File: src/rtl/pulse_gen_pkg.sv
// Shared types and constants for the multi-channel pulse generator.
// Optional feature macro: PULSE_GEN_COUNT_EN (per-channel completed-pulse counters).
package pulse_gen_pkg;

  typedef enum logic [1:0] {
    PG_IDLE,
    PG_HIGH,
    PG_LOW
  } pg_state_t;

  localparam logic PG_ONESHOT  = 1'b0;
  localparam logic PG_PERIODIC = 1'b1;

endpackage

File: src/rtl/pulse_channel.sv
// One pulse channel: IDLE/HIGH/LOW FSM, cycle down-counter and config latched at trigger.
// Optional feature macro: PULSE_GEN_COUNT_EN adds a wrapping completed-pulse counter.
module pulse_channel
  import pulse_gen_pkg::*;
#(
  parameter int unsigned CNT_W = 8
`ifdef PULSE_GEN_COUNT_EN
  ,
  parameter int unsigned COUNT_W = 16
`endif
) (
  input  logic             clock,
  input  logic             reset,
  input  logic             trigger,
  input  logic             stop,
  input  logic             mode,
  input  logic [CNT_W-1:0] width,
  input  logic [CNT_W-1:0] period,
  output logic             pulse,
  output logic             busy
`ifdef PULSE_GEN_COUNT_EN
  ,
  output logic [COUNT_W-1:0] pulse_count
`endif
);

  pg_state_t        state_q, state_d;
  logic [CNT_W-1:0] cnt_q, cnt_d;
  logic [CNT_W-1:0] wid_q, wid_d;
  logic [CNT_W-1:0] low_q, low_d;
  logic [CNT_W-1:0] w_eff, l_eff;
  logic             mode_q, mode_d;
  logic             pulse_q, busy_q;
  logic             done;

  // Low time is P_eff - W_eff; when period <= width, P_eff = W_eff + 1 so the low time is 1.
  // Computing it this way avoids the W_eff + 1 overflow at the top of the range.
  always_comb begin
    w_eff = (width == '0) ? CNT_W'(1) : width;
    l_eff = (period > w_eff) ? (period - w_eff) : CNT_W'(1);
  end

  always_comb begin
    state_d = state_q;
    cnt_d   = cnt_q;
    wid_d   = wid_q;
    low_d   = low_q;
    mode_d  = mode_q;
    done    = 1'b0;
    if (stop) begin
      state_d = PG_IDLE;
      cnt_d   = '0;
    end else begin
      unique case (state_q)
        PG_IDLE: begin
          if (trigger) begin
            state_d = PG_HIGH;
            mode_d  = mode;
            wid_d   = w_eff;
            low_d   = l_eff;
            cnt_d   = w_eff - CNT_W'(1);
          end
        end
        PG_HIGH: begin
          if (cnt_q == '0) begin
            state_d = PG_LOW;
            cnt_d   = low_q - CNT_W'(1);
            done    = 1'b1;
          end else begin
            cnt_d = cnt_q - CNT_W'(1);
          end
        end
        PG_LOW: begin
          if (cnt_q == '0) begin
            if (mode_q == PG_PERIODIC) begin
              state_d = PG_HIGH;
              cnt_d   = wid_q - CNT_W'(1);
            end else begin
              state_d = PG_IDLE;
            end
          end else begin
            cnt_d = cnt_q - CNT_W'(1);
          end
        end
        default: begin
          state_d = PG_IDLE;
          cnt_d   = '0;
        end
      endcase
    end
  end

  // Outputs are flopped from the next state so they change on the same edge as the FSM.
  always_ff @(posedge clock or posedge reset) begin
    if (reset) begin
      state_q <= PG_IDLE;
      cnt_q   <= '0;
      wid_q   <= '0;
      low_q   <= '0;
      mode_q  <= 1'b0;
      pulse_q <= 1'b0;
      busy_q  <= 1'b0;
    end else begin
      state_q <= state_d;
      cnt_q   <= cnt_d;
      wid_q   <= wid_d;
      low_q   <= low_d;
      mode_q  <= mode_d;
      pulse_q <= (state_d == PG_HIGH);
      busy_q  <= (state_d != PG_IDLE);
    end
  end

  assign pulse = pulse_q;
  assign busy  = busy_q;

`ifdef PULSE_GEN_COUNT_EN
  logic [COUNT_W-1:0] count_q;

  always_ff @(posedge clock or posedge reset) begin
    if (reset) begin
      count_q <= '0;
    end else if (done) begin
      count_q <= count_q + COUNT_W'(1);
    end
  end

  assign pulse_count = count_q;
`endif

endmodule

File: src/rtl/pulse_gen_multi.sv
// Multi-channel pulse generator: CHANNELS independent pulse_channel instances sharing config.
// Optional feature macro: PULSE_GEN_COUNT_EN exposes packed per-channel pulse counters.
module pulse_gen_multi #(
  parameter int unsigned CHANNELS = 4,
  parameter int unsigned CNT_W    = 8
`ifdef PULSE_GEN_COUNT_EN
  ,
  parameter int unsigned COUNT_W  = 16
`endif
) (
  input  logic                clock,
  input  logic                reset,
  input  logic [CHANNELS-1:0] trigger,
  input  logic [CHANNELS-1:0] stop,
  input  logic                mode,
  input  logic [CNT_W-1:0]    width,
  input  logic [CNT_W-1:0]    period,
  output logic [CHANNELS-1:0] pulse,
  output logic [CHANNELS-1:0] busy
`ifdef PULSE_GEN_COUNT_EN
  ,
  output logic [CHANNELS*COUNT_W-1:0] pulse_count
`endif
);

  for (genvar i = 0; i < CHANNELS; i++) begin : g_ch
    pulse_channel #(
      .CNT_W   (CNT_W)
`ifdef PULSE_GEN_COUNT_EN
      ,
      .COUNT_W (COUNT_W)
`endif
    ) u_ch (
      .clock       (clock),
      .reset       (reset),
      .trigger     (trigger[i]),
      .stop        (stop[i]),
      .mode        (mode),
      .width       (width),
      .period      (period),
      .pulse       (pulse[i]),
      .busy        (busy[i])
`ifdef PULSE_GEN_COUNT_EN
      ,
      .pulse_count (pulse_count[i*COUNT_W +: COUNT_W])
`endif
    );
  end

endmodule

File: config.mk
export PLATFORM = sky130hd
export DESIGN_NAME = pulse_gen_multi
export DESIGN_NICKNAME = d
export VERILOG_FILES = /design/src/rtl/pulse_gen_pkg.sv /design/src/rtl/pulse_channel.sv /design/src/rtl/pulse_gen_multi.sv
export SDC_FILE = /design/constraint.sdc
export NUM_CORES = 1
export LEC_CHECK = 0
export CAP_MARGIN = 25
export CORE_ASPECT_RATIO = 1.75
export CORE_MARGIN = 2
export CORE_UTILIZATION = 45
export CTS_CLUSTER_DIAMETER = 100
export DETAILED_ROUTE_END_ITERATION = 10
export SLEW_MARGIN = 30
export SYNTH_ARGS = -nofsm -noshare
export SYNTH_HDL_FRONTEND = slang
export SYNTH_SLANG_ARGS = --single-unit
File: constraint.sdc
create_clock -name clock -period 10.4 [get_ports clock]
set_input_delay 1.56 -clock clock [delete_from_list [all_inputs] [get_ports clock]]
set_output_delay 1.56 -clock clock [all_outputs]
set_load 0.02 [all_outputs]
==> results.py, run 1 <==
metrics = {
    "layout": {
        "area_growth_syn_to_layout_pct": 13.1,
        "antenna_cells_inserted": 0,
        "finalNetCount": 935,
        "mostFrequentLayoutCell": "sky130_fd_sc_hd__nand2_1",
        "postLayoutCellArea_sq_um": 8450,
        "layout-drive-gt1-share": 0.0924,
        "final_cell_mix": "sky130_fd_sc_hd__nand2_1 (117), sky130_fd_sc_hd__dfrtp_1 (116), sky130_fd_sc_hd__nor2_1 (69)",
    },
    "global_route": {
        "groute.usage.overall": 0.252,
        "grt_antenna_before_repair": 0,
        "overflow": 0,
        "grt_start_max_net_pins": 61,
        "grt_pass1_vias": 6532,
        "grt_first_pass_wirelength_mm": 34.2,
    },
    "synth": {
        "post_synth_inst_count": 872,
        "synth.distinct_cells": 74,
        "yosysWarningCount": 0,
        "synthTopCellsByArea": "sky130_fd_sc_hd__dfrtp_1 (39%), sky130_fd_sc_hd__nand2_1 (5.9%), sky130_fd_sc_hd__o21ai_0 (4.1%), sky130_fd_sc_hd__ha_1 (3.5%), sky130_fd_sc_hd__xnor2_1 (3.5%)",
        "synth-edff-count": 0,
        "synth_largest_area_cell": "sky130_fd_sc_hd__dfrtp_1",
        "ys_async_sr_fraction": 1.00,
        "post-synth-top-area-fraction": 0.388,
        "seq_area_frac_synth": 0.388,
        "post_synth.cell_area_avg_sq_um": 8.57,
        "synthesis.area_sq_um": 7470,
        "postSynthNetCount": 921,
        "most_frequently_used_flop_master_after_synthesis": "sky130_fd_sc_hd__dfrtp_1",
        "synth-seq-cells": 116,
    },
    "worst_setup_path": {
        "critical_path.n_buffers_inverters": 3,
        "end_kind": "flip-flop",
        "crit-reg2reg-launch": "g_ch[1].u_ch.cnt_q[0]",
        "ff2ff_setup_slack_ns": 7.34,
        "criticalPathCategory": "input pin to flip-flop",
        "r2r_cells": 7,
        "crit_path_start_kind": "input pin",
        "timing.critical_path.slowest_stage_cell": "sky130_fd_sc_hd__or4_1",
        "cp_cell_sequence": "clkdlybuf4s50_1, or4_1, nor3_1, a21oi_1, clkinv_1, ha_1, inv_1, fa_1, a211oi_1, o21bai_1, a21o_1, a31o_2, a41oi_1, a21oi_1",
        "critical-path-max-stage-delay_ns": 0.59,
        "cp_max_fo": 9,
        "timing.critical_path.max_delay_family": "compound AO/OA/AOI/OAI gates",
        "timing.critical_path.arrival_ns": 5.44,
        "required_time_of_the_critical_path_ns": 10.65,
        "r2r_end": "g_ch[1].u_ch.cnt_q[4]",
        "most_prevalent_standard_cell_on_the_critical_path": "sky130_fd_sc_hd__a21oi_1",
    },
    "worst_hold_path": {
        "timing.hold.worst_path_depth": 2,
        "min_to": "g_ch[2].u_ch.wid_q[7]",
        "worstHoldPathType": "flip-flop to flip-flop",
        "min-delay-start": "g_ch[2].u_ch.wid_q[7]",
    },
    "power_and_ir_drop": {
        "p_leak_uw": 0.00354,
        "p_per_area_nw_per_um2": 314,
        "worst_voltage_drop_across_the_vdd_grid_v": 0.000175,
    },
    "cts": {
        "clock_latency_ns": 0.41,
        "post_cts.repair.setup_buffers": 0,
        "postCtsResizedCells": 0,
        "cts_htree_levels": 4,
        "cts.sinks": 116,
        "clock_tree.root_cell": "sky130_fd_sc_hd__clkbuf_16",
        "hold_buffers": 0,
        "tritoncts.num_buffers": 17,
        "cts_max_path_buffers": 2,
        "clk_pin_slew_worst_paths_ns": 0.06,
        "cts_tree": "yes",
    },
    "timing": {
        "setup-violations-final": 0,
        "worst_pin_slew_ns": 0.973,
        "final-hold-violation-count": 0,
        "tns_ns": 0,
        "slew_limit_headroom": 0.333,
        "period_minus_slack_ns": 5.19,
        "finalCritPeriodShare": 0.499,
        "max_freq_mhz": 193,
        "max_slew_violation_count": 0,
        "timing.clock.skew_ns": 0.0123,
        "rsz0062_at_grt": "false",
    },
    "placed_design": {
        "hpwlAfterDp_mm": 15.7,
        "placed_cell_area_sq_um": 7920,
        "place.gp.congestion": 0.963,
        "io_buffer_count": 34,
    },
    "status": {
        "outcome": "finished clean",
    },
    "drt": {
        "post_drt_via_cell_ratio": 5.84,
        "routedWlPerCell_microns": 18.9,
        "antenna_left": 0,
        "drt_first_pass_iters": 7,
        "drt_wl_total_mm": 21.2,
        "initialDrtViolationCount": 351,
        "route.detailed.drc": 0,
        "dr_total_vias": 6551,
    },
    "floorplan": {
        "initial_standard_cell_utilization_of_the_core": 0.457,
        "die_x_extent_microns": 101,
        "core-area_sq_um": 16400,
        "io-pin-count": 35,
        "die_y_microns": 174,
        "fp-row-count": 62,
        "die_area_sq_um": 17700,
    },
    "flow_run": {
        "drv.max_cap_violation_count": 0,
    },
}
synth_stat cells (5+ instances only):
cell type / number
sky130_fd_sc_hd__nand2_1: 117
sky130_fd_sc_hd__dfrtp_1: 116
sky130_fd_sc_hd__nor2_1: 69
sky130_fd_sc_hd__o21ai_0: 61
sky130_fd_sc_hd__a21oi_1: 45
sky130_fd_sc_hd__inv_1: 45
sky130_fd_sc_hd__nor3_1: 33
sky130_fd_sc_hd__xnor2_1: 30
sky130_fd_sc_hd__xor2_1: 28
sky130_fd_sc_hd__clkbuf_1: 27
sky130_fd_sc_hd__o31ai_1: 24
sky130_fd_sc_hd__ha_1: 21
sky130_fd_sc_hd__nand3_1: 15
sky130_fd_sc_hd__a31oi_1: 14
sky130_fd_sc_hd__a22oi_1: 13
sky130_fd_sc_hd__buf_4: 12
sky130_fd_sc_hd__nand2b_1: 11
sky130_fd_sc_hd__nor4_1: 11
sky130_fd_sc_hd__nor3b_1: 10
sky130_fd_sc_hd__o211ai_1: 10
sky130_fd_sc_hd__o22ai_1: 10
sky130_fd_sc_hd__o21ai_2: 8
sky130_fd_sc_hd__a22o_1: 7
sky130_fd_sc_hd__nand3b_1: 7
sky130_fd_sc_hd__nor2b_1: 7
sky130_fd_sc_hd__or3_1: 7
sky130_fd_sc_hd__or4_1: 7
sky130_fd_sc_hd__a21o_1: 6
sky130_fd_sc_hd__o32ai_1: 6
sky130_fd_sc_hd__or2_2: 6
sky130_fd_sc_hd__a221oi_1: 5
sky130_fd_sc_hd__a32oi_1: 5
sky130_fd_sc_hd__o21bai_1: 5
sky130_fd_sc_hd__o221ai_1: 5
where the power goes:
part           switching, uW  total (uW)  internal [uW]
Sequential               233         870            637
Combinational            732        1260            526
Clock                    220         528            308
Total                   1190        2660           1470
tightest hold or removal path: stages (launching register included):
cell	delay [ns]
sky130_fd_sc_hd__dfrtp_1	0.36
sky130_fd_sc_hd__nand2_1	0.05
sky130_fd_sc_hd__o21ai_0	0.06
flip-flops by register name, indices dropped and copies added (netlist names):
register and flops:
g_ch.u_ch.busy 4, g_ch.u_ch.cnt_q 32, g_ch.u_ch.low_q 32, g_ch.u_ch.mode_q 4
g_ch.u_ch.pulse 4, g_ch.u_ch.state_q 8, g_ch.u_ch.wid_q 32
cell families after synthesis:
logic type | after synthesis | share of synthesized area
buf+inv | 94 | 0.0589
flops | 116 | 0.388
xor+xnor | 58 | 0.0680
mux | 3 | 0.00402
fa+ha+maj | 22 | 0.0378
simple gates | 323 | 0.213
compound gates | 256 | 0.230
final cells by class:
type,instances,area [sq um]
clock inverters,13,87.6
flip-flops and latches,116,2900
well taps,224,280
inverters,47,181
clock buffers,18,439
repair buffers,42,400
multi-input cells,662,4160
fillers,1560,7920
through the flow:
stage	hold WS [ns]	power, uW	setup WS (ns)	utilization	std cells
after floorplan	0.460	1810	5.77	-	872
after global placement	0.490	2090	4.94	0.483	1091
after detailed placement	0.494	2120	4.83	0.484	1091
after CTS	0.508	2660	5.26	0.516	1122
after global routing	0.544	2870	5.01	0.516	1122
final	0.498	2660	5.21	0.516	1122
routing by layer:
metal  part of all wire  GRT usage  routed length [microns]  vias to the layer above
met5                  0          0                        0                        -
met4              0.070      0.162                     1500                        0
met3              0.030     0.0434                      645                       67
met2               0.52      0.431                    11000                      182
met1               0.38      0.280                     8150                     3122
li1                   -          -                        -                     3180
how the worst max path moves through the flow:
stage / endpoint / depth (start not counted) / from
final: g_ch[0].u_ch.low_q[7] / 14 / width[2]
after global routing: g_ch[0].u_ch.low_q[7] / 14 / width[3]
after CTS: g_ch[0].u_ch.low_q[7] / 14 / width[2]
after detailed placement: g_ch[0].u_ch.low_q[7] / 14 / width[2]
after global placement: g_ch[0].u_ch.low_q[7] / 14 / width[2]
after floorplan: g_ch[0].u_ch.busy / 1 / reset
No activity file was read; power rests on OpenSTA's default activity.
==> run 2: changes to the inputs <==
==> constraint.sdc (replaced) <==
create_clock -name clock -period 5 [get_ports clock]
set_input_delay 0.75 -clock clock [delete_from_list [all_inputs] [get_ports clock]]
set_output_delay 0.75 -clock clock [all_outputs]
set_load 0.02 [all_outputs]
==> run 2 against run 1 <==
  * Non-clock buffer count grew 5
  * Cell area up 1.2%
  * Utilization rose by 0.62 points
  * Hold slack gained 0.0083 ns
  * Sequential cell count did not move
  * Register-to-register slack lost 5.5 ns
  * Count of clock-buffer cells in the layout increased by 1
  * Power rose by 110%
  * Wire length up 0.73%
  * Critical path type unchanged
  * Critical endpoint unchanged
  * Largest power group unchanged
==> results.py, run 2 (synthesized netlist as in run 1, its figures left out) <==
metrics = {
    "status": {
        "outcome": "finished clean",
    },
    "worst_setup_path": {
        "criticalPathCategory": "input pin to flip-flop",
        "timing.critical_path.to": "g_ch[0].u_ch.low_q[7]",
        "ff2ff_setup_slack_ns": 1.88,
        "required_time_of_the_critical_path_ns": 5.27,
        "timing.critical_path.slowest_stage_cell": "sky130_fd_sc_hd__or4_1",
        "most_prevalent_standard_cell_on_the_critical_path": "sky130_fd_sc_hd__a21oi_1",
        "timing.critical_path.arrival_ns": 4.33,
        "r2r_end": "g_ch[1].u_ch.cnt_q[3]",
        "cp_cell_sequence": "clkdlybuf4s50_1, or4_1, nor3_1, a21oi_1, clkinv_1, ha_1, inv_1, fa_1, a211oi_1, o21bai_1, a21o_1, a31o_2, a41oi_1, a21oi_1",
        "critical-path-max-stage-delay_ns": 0.62,
        "worstSetupStartpoint": "width[3]",
        "crit_path_start_kind": "input pin",
        "crit_path_cell_count": 14,
        "critical_path.n_buffers_inverters": 3,
        "r2r_cells": 9,
        "timing.critical_path.max_delay_family": "compound AO/OA/AOI/OAI gates",
        "crit-reg2reg-launch": "g_ch[1].u_ch.cnt_q[0]",
        "cp_max_fo": 6,
        "end_kind": "flip-flop",
    },
    "cts": {
        "tritoncts.num_buffers": 17,
        "cts_max_path_buffers": 2,
        "cts_tree": "yes",
        "cts.sinks": 116,
        "postCtsResizedCells": 0,
        "cts_htree_levels": 4,
        "hold_buffers": 0,
        "clock_tree.root_cell": "sky130_fd_sc_hd__clkbuf_16",
        "post_cts.repair.setup_buffers": 0,
        "clk_pin_slew_worst_paths_ns": 0.06,
        "clock_latency_ns": 0.42,
    },
    "floorplan": {
        "initial_standard_cell_utilization_of_the_core": 0.457,
        "die_y_microns": 174,
        "core-area_sq_um": 16400,
        "io-pin-count": 35,
        "fp-row-count": 62,
        "die_x_extent_microns": 101,
        "die_area_sq_um": 17700,
    },
    "drt": {
        "routedWlPerCell_microns": 19.0,
        "dr_total_vias": 6678,
        "route.detailed.drc": 0,
        "initialDrtViolationCount": 366,
        "antenna_left": 0,
        "post_drt_via_cell_ratio": 5.92,
        "drt_first_pass_iters": 5,
        "drt_wl_total_mm": 21.4,
    },
    "power_and_ir_drop": {
        "p_per_area_nw_per_um2": 664,
        "p_total_uw": 5680,
        "p_leak_uw": 0.00358,
        "worst_voltage_drop_across_the_vdd_grid_v": 0.000277,
    },
    "timing": {
        "timing.clock.skew_ns": 0.0117,
        "setup-violations-final": 0,
        "tns_ns": 0,
        "max_slew_violation_count": 0,
        "worst_pin_slew_ns": 1.02,
        "period_minus_slack_ns": 4.06,
        "timing.final.ws_setup_ns": 0.936,
        "rsz0062_at_grt": "false",
        "slew_limit_headroom": 0.315,
        "max_freq_mhz": 246,
        "final-hold-violation-count": 0,
        "finalCritPeriodShare": 0.813,
    },
    "global_route": {
        "overflow": 0,
        "grt_pass1_vias": 6808,
        "groute.usage.overall": 0.258,
        "grt_antenna_before_repair": 0,
        "grt_start_max_net_pins": 75,
        "grt_first_pass_wirelength_mm": 35.2,
    },
    "layout": {
        "antenna_cells_inserted": 0,
        "finalNetCount": 940,
        "biggestRegsByFlops": "g_ch.u_ch.cnt_q (32), g_ch.u_ch.low_q (32), g_ch.u_ch.wid_q (32)",
        "mostFrequentLayoutCell": "sky130_fd_sc_hd__nand2_1",
        "area_growth_syn_to_layout_pct": 14.4,
        "final_cell_mix": "sky130_fd_sc_hd__nand2_1 (117), sky130_fd_sc_hd__dfrtp_1 (116), sky130_fd_sc_hd__nor2_1 (69)",
        "post-route-util": 0.523,
        "layout-drive-gt1-share": 0.0962,
    },
    "flow_run": {
        "drv.max_cap_violation_count": 0,
    },
    "placed_design": {
        "io_buffer_count": 34,
        "hpwlAfterDp_mm": 15.7,
        "preCtsSetupSlack_ns": 0.534,
        "place.gp.congestion": 0.944,
    },
    "worst_hold_path": {
        "worstHoldPathType": "flip-flop to flip-flop",
    },
}
[run 2: worst min-delay path, stage by stage (launching register included)]
cell and delay (ns):
sky130_fd_sc_hd__dfrtp_1 0.36, sky130_fd_sc_hd__nand2_1 0.05, sky130_fd_sc_hd__o21ai_0 0.06
[run 2: area by class of cell]
type	instances	area [sq um]
clock inverter	13	149
clock buffer	19	453
tap	224	280
inverter	47	184
multi-input combinational	662	4150
timing repair buffer	47	438
sequential	116	2900
fill	1582	7820
[run 2: worst min path at each step]
stage / from / end / slack [ns] / depth (start not counted)
floorplan: g_ch[2].u_ch.mode_q / g_ch[2].u_ch.mode_q / 0.46 / 2
global placement: g_ch[2].u_ch.wid_q[7] / g_ch[2].u_ch.wid_q[7] / 0.49 / 2
detailed placement: g_ch[2].u_ch.wid_q[7] / g_ch[2].u_ch.wid_q[7] / 0.50 / 2
CTS: g_ch[2].u_ch.wid_q[7] / g_ch[2].u_ch.wid_q[7] / 0.51 / 2
global route: g_ch[0].u_ch.wid_q[7] / g_ch[0].u_ch.wid_q[7] / 0.56 / 2
finish: g_ch[2].u_ch.wid_q[7] / g_ch[2].u_ch.wid_q[7] / 0.51 / 2
[run 2: per-layer routing]
layer,global-route usage,vias to the layer above,wire (microns)
met5,0,-,0
met1,0.293,3228,8390
met4,0.145,0,1150
li1,-,3186,-
met2,0.450,193,11200
met3,0.0418,71,610
[run 2: stage by stage]
step	instances	instance area [sq um]	hold slack, ns
after floorplan	872	7470	0.460
after global placement	1096	7940	0.487
after detailed placement	1096	7950	0.496
after CTS	1128	8550	0.509
after global routing	1128	8550	0.556
final	1128	8550	0.507
[run 2: where the power goes]
group,internal [uW],switching [uW]
Combinational,1100,1510
Sequential,1330,494
Clock,764,484
==> run 3: changes to the inputs <==
==> constraint.sdc (replaced) <==
create_clock -name clock -period 4 [get_ports clock]
set_input_delay 0.6 -clock clock [delete_from_list [all_inputs] [get_ports clock]]
set_output_delay 0.6 -clock clock [all_outputs]
set_load 0.02 [all_outputs]
==> run 3 against run 2 <==
  * Global-route usage grew 0.29 points
  * Non-clock buffer count grew 16
  * Via count grew 0.91%
  * Cell count grew 1.2%
  * Cell area grew 1.6%
  * Utilization grew 0.83 points
  * Register-to-register slack lost 0.91 ns
  * First-iteration DRC count grew 11%
  * Sequential cell count is the same
  * Largest power group unchanged
==> results.py, run 3 (synthesized netlist as in run 1, its figures left out) <==
metrics = {
    "status": {
        "outcome": "finished clean",
    },
    "timing": {
        "rsz0062_at_grt": "false",
        "period_minus_slack_ns": 3.64,
        "final-hold-violation-count": 0,
        "max_freq_mhz": 275,
        "setup-violations-final": 0,
        "slew_limit_headroom": 0.334,
        "max_slew_violation_count": 0,
        "worst_pin_slew_ns": 0.995,
        "finalCritPeriodShare": 0.910,
        "tns_ns": 0,
        "timing.clock.skew_ns": 0.0116,
    },
    "floorplan": {
        "initial_standard_cell_utilization_of_the_core": 0.457,
        "core-area_sq_um": 16400,
        "die_y_microns": 174,
        "io-pin-count": 35,
        "die_area_sq_um": 17700,
        "die_x_extent_microns": 101,
        "fp-row-count": 62,
    },
    "cts": {
        "hold_buffers": 0,
        "cts_max_path_buffers": 2,
        "cts_htree_levels": 4,
        "post_cts.repair.setup_buffers": 0,
        "clock_tree.root_cell": "sky130_fd_sc_hd__clkbuf_16",
        "clk_pin_slew_worst_paths_ns": 0.06,
        "cts_tree": "yes",
        "cts.sinks": 116,
        "postCtsResizedCells": 0,
        "clock_latency_ns": 0.41,
        "tritoncts.num_buffers": 17,
    },
    "layout": {
        "finalNetCount": 956,
        "layout-drive-gt1-share": 0.108,
        "antenna_cells_inserted": 0,
        "final_cell_mix": "sky130_fd_sc_hd__nand2_1 (117), sky130_fd_sc_hd__dfrtp_1 (116), sky130_fd_sc_hd__nor2_1 (69)",
        "nFillCells": 1511,
        "mostFrequentLayoutCell": "sky130_fd_sc_hd__nand2_1",
        "area_growth_syn_to_layout_pct": 16.3,
        "postLayoutCellArea_sq_um": 8690,
        "biggestRegsByFlops": "g_ch.u_ch.cnt_q (32), g_ch.u_ch.low_q (32), g_ch.u_ch.wid_q (32)",
    },
    "placed_design": {
        "io_buffer_count": 34,
        "hpwlAfterDp_mm": 16.2,
        "placed_cell_area_sq_um": 8070,
        "place.gp.congestion": 0.941,
    },
    "flow_run": {
        "drv.max_cap_violation_count": 0,
    },
    "worst_setup_path": {
        "crit_path_start_kind": "input pin",
        "critical-path-max-stage-delay_ns": 0.56,
        "cp_max_fo": 13,
        "criticalPathCategory": "input pin to flip-flop",
        "timing.critical_path.slowest_stage_cell": "sky130_fd_sc_hd__or4_1",
        "end_kind": "flip-flop",
        "timing.critical_path.arrival_ns": 3.93,
        "required_time_of_the_critical_path_ns": 4.29,
        "cp_cell_sequence": "clkdlybuf4s50_1, or4_1, nor3_1, a21oi_1, clkinv_1, ha_1, inv_1, fa_1, a211oi_1, o21bai_1, a21o_1, a41oi_1, buf_4, nor2_1, a22o_1",
    },
    "drt": {
        "route.detailed.drc": 0,
        "routedWlPerCell_microns": 19.3,
        "dr_total_vias": 6739,
        "post_drt_via_cell_ratio": 5.90,
        "antenna_left": 0,
        "drt_wl_total_mm": 22.0,
        "drt_first_pass_iters": 5,
        "initialDrtViolationCount": 406,
    },
    "global_route": {
        "overflow": 0,
        "grt_start_max_net_pins": 100,
        "grt_antenna_before_repair": 0,
        "grt_pass1_vias": 6932,
        "groute.usage.overall": 0.261,
        "grt_first_pass_wirelength_mm": 35.7,
    },
    "power_and_ir_drop": {
        "p_leak_uw": 0.00367,
        "worst_voltage_drop_across_the_vdd_grid_v": 0.000331,
        "p_per_area_nw_per_um2": 829,
    },
    "worst_hold_path": {
        "worstHoldPathType": "input pin to async pin",
    },
}
==> run 3: worst max-delay path: cells and delay by family <==
family | cells | cell delay (ns)
AO/OA/AOI/OAI | 6 | 1.10
adder cells (fa/ha/maj) | 2 | 0.55
buffers and inverters | 4 | 0.81
AND/OR/NAND/NOR | 3 | 0.87
==> run 3: where the power goes <==
| part | total [uW] | internal (uW) | switching, uW |
|---|---|---|---|
| logic | 3330 | 1390 | 1950 |
| clock network | 1610 | 1040 | 567 |
| registers | 2260 | 1660 | 605 |
| total | 7200 | 4080 | 3120 |
==> run 3: per-stage QoR <==
step                      total power, uW  utilization  hold slack [ns]  worst slack [ns]  instances
final                                7200        0.531            0.476             0.360       1142
after global routing                 7740        0.531            0.497             0.189       1142
after CTS                            7190        0.531            0.475             0.392       1142
after detailed placement             5540        0.493            0.495           -0.0314       1112
after global placement               5460        0.493            0.497          -0.00498       1112
after floorplan                      4710            -            0.460             0.328        872
==> run 3: final timing paths <==
path | from | to | slack, ns | cells past startpoint
worst max-delay path | width[3] | g_ch[2].u_ch.low_q[1] | 0.36 | 15
worst min-delay path | reset | g_ch[2].u_ch.mode_q | 0.48 | 2
worst max register to register | g_ch[1].u_ch.cnt_q[0] | g_ch[1].u_ch.cnt_q[4] | 0.97 | 7
worst min register to register | g_ch[2].u_ch.wid_q[7] | g_ch[2].u_ch.wid_q[7] | 0.50 | 2
max in group asynchronous | reset | g_ch[1].u_ch.pulse | 2.69 | 3
min in group clock | g_ch[2].u_ch.wid_q[7] | g_ch[2].u_ch.wid_q[7] | 0.50 | 2
==> run 3: cell type report <==
type	count	area (sq um)	area share
Clock buffer	18	429	0.0494
Clock inverter	12	183	0.0210
Inverter	47	181	0.0209
Multi-Input combinational cell	662	4140	0.477
Sequential cell	116	2900	0.334
Tap cell	224	280	0.0323
Timing Repair Buffer	63	571	0.0657
==> run 3: metal layers <==
layer  share of wire  GRT usage  up-vias
li1                -          -     3209
met1            0.38      0.290     3227
met2            0.50      0.435      213
met3           0.032     0.0410       90
met4           0.085      0.201        0
met5               0          0        -
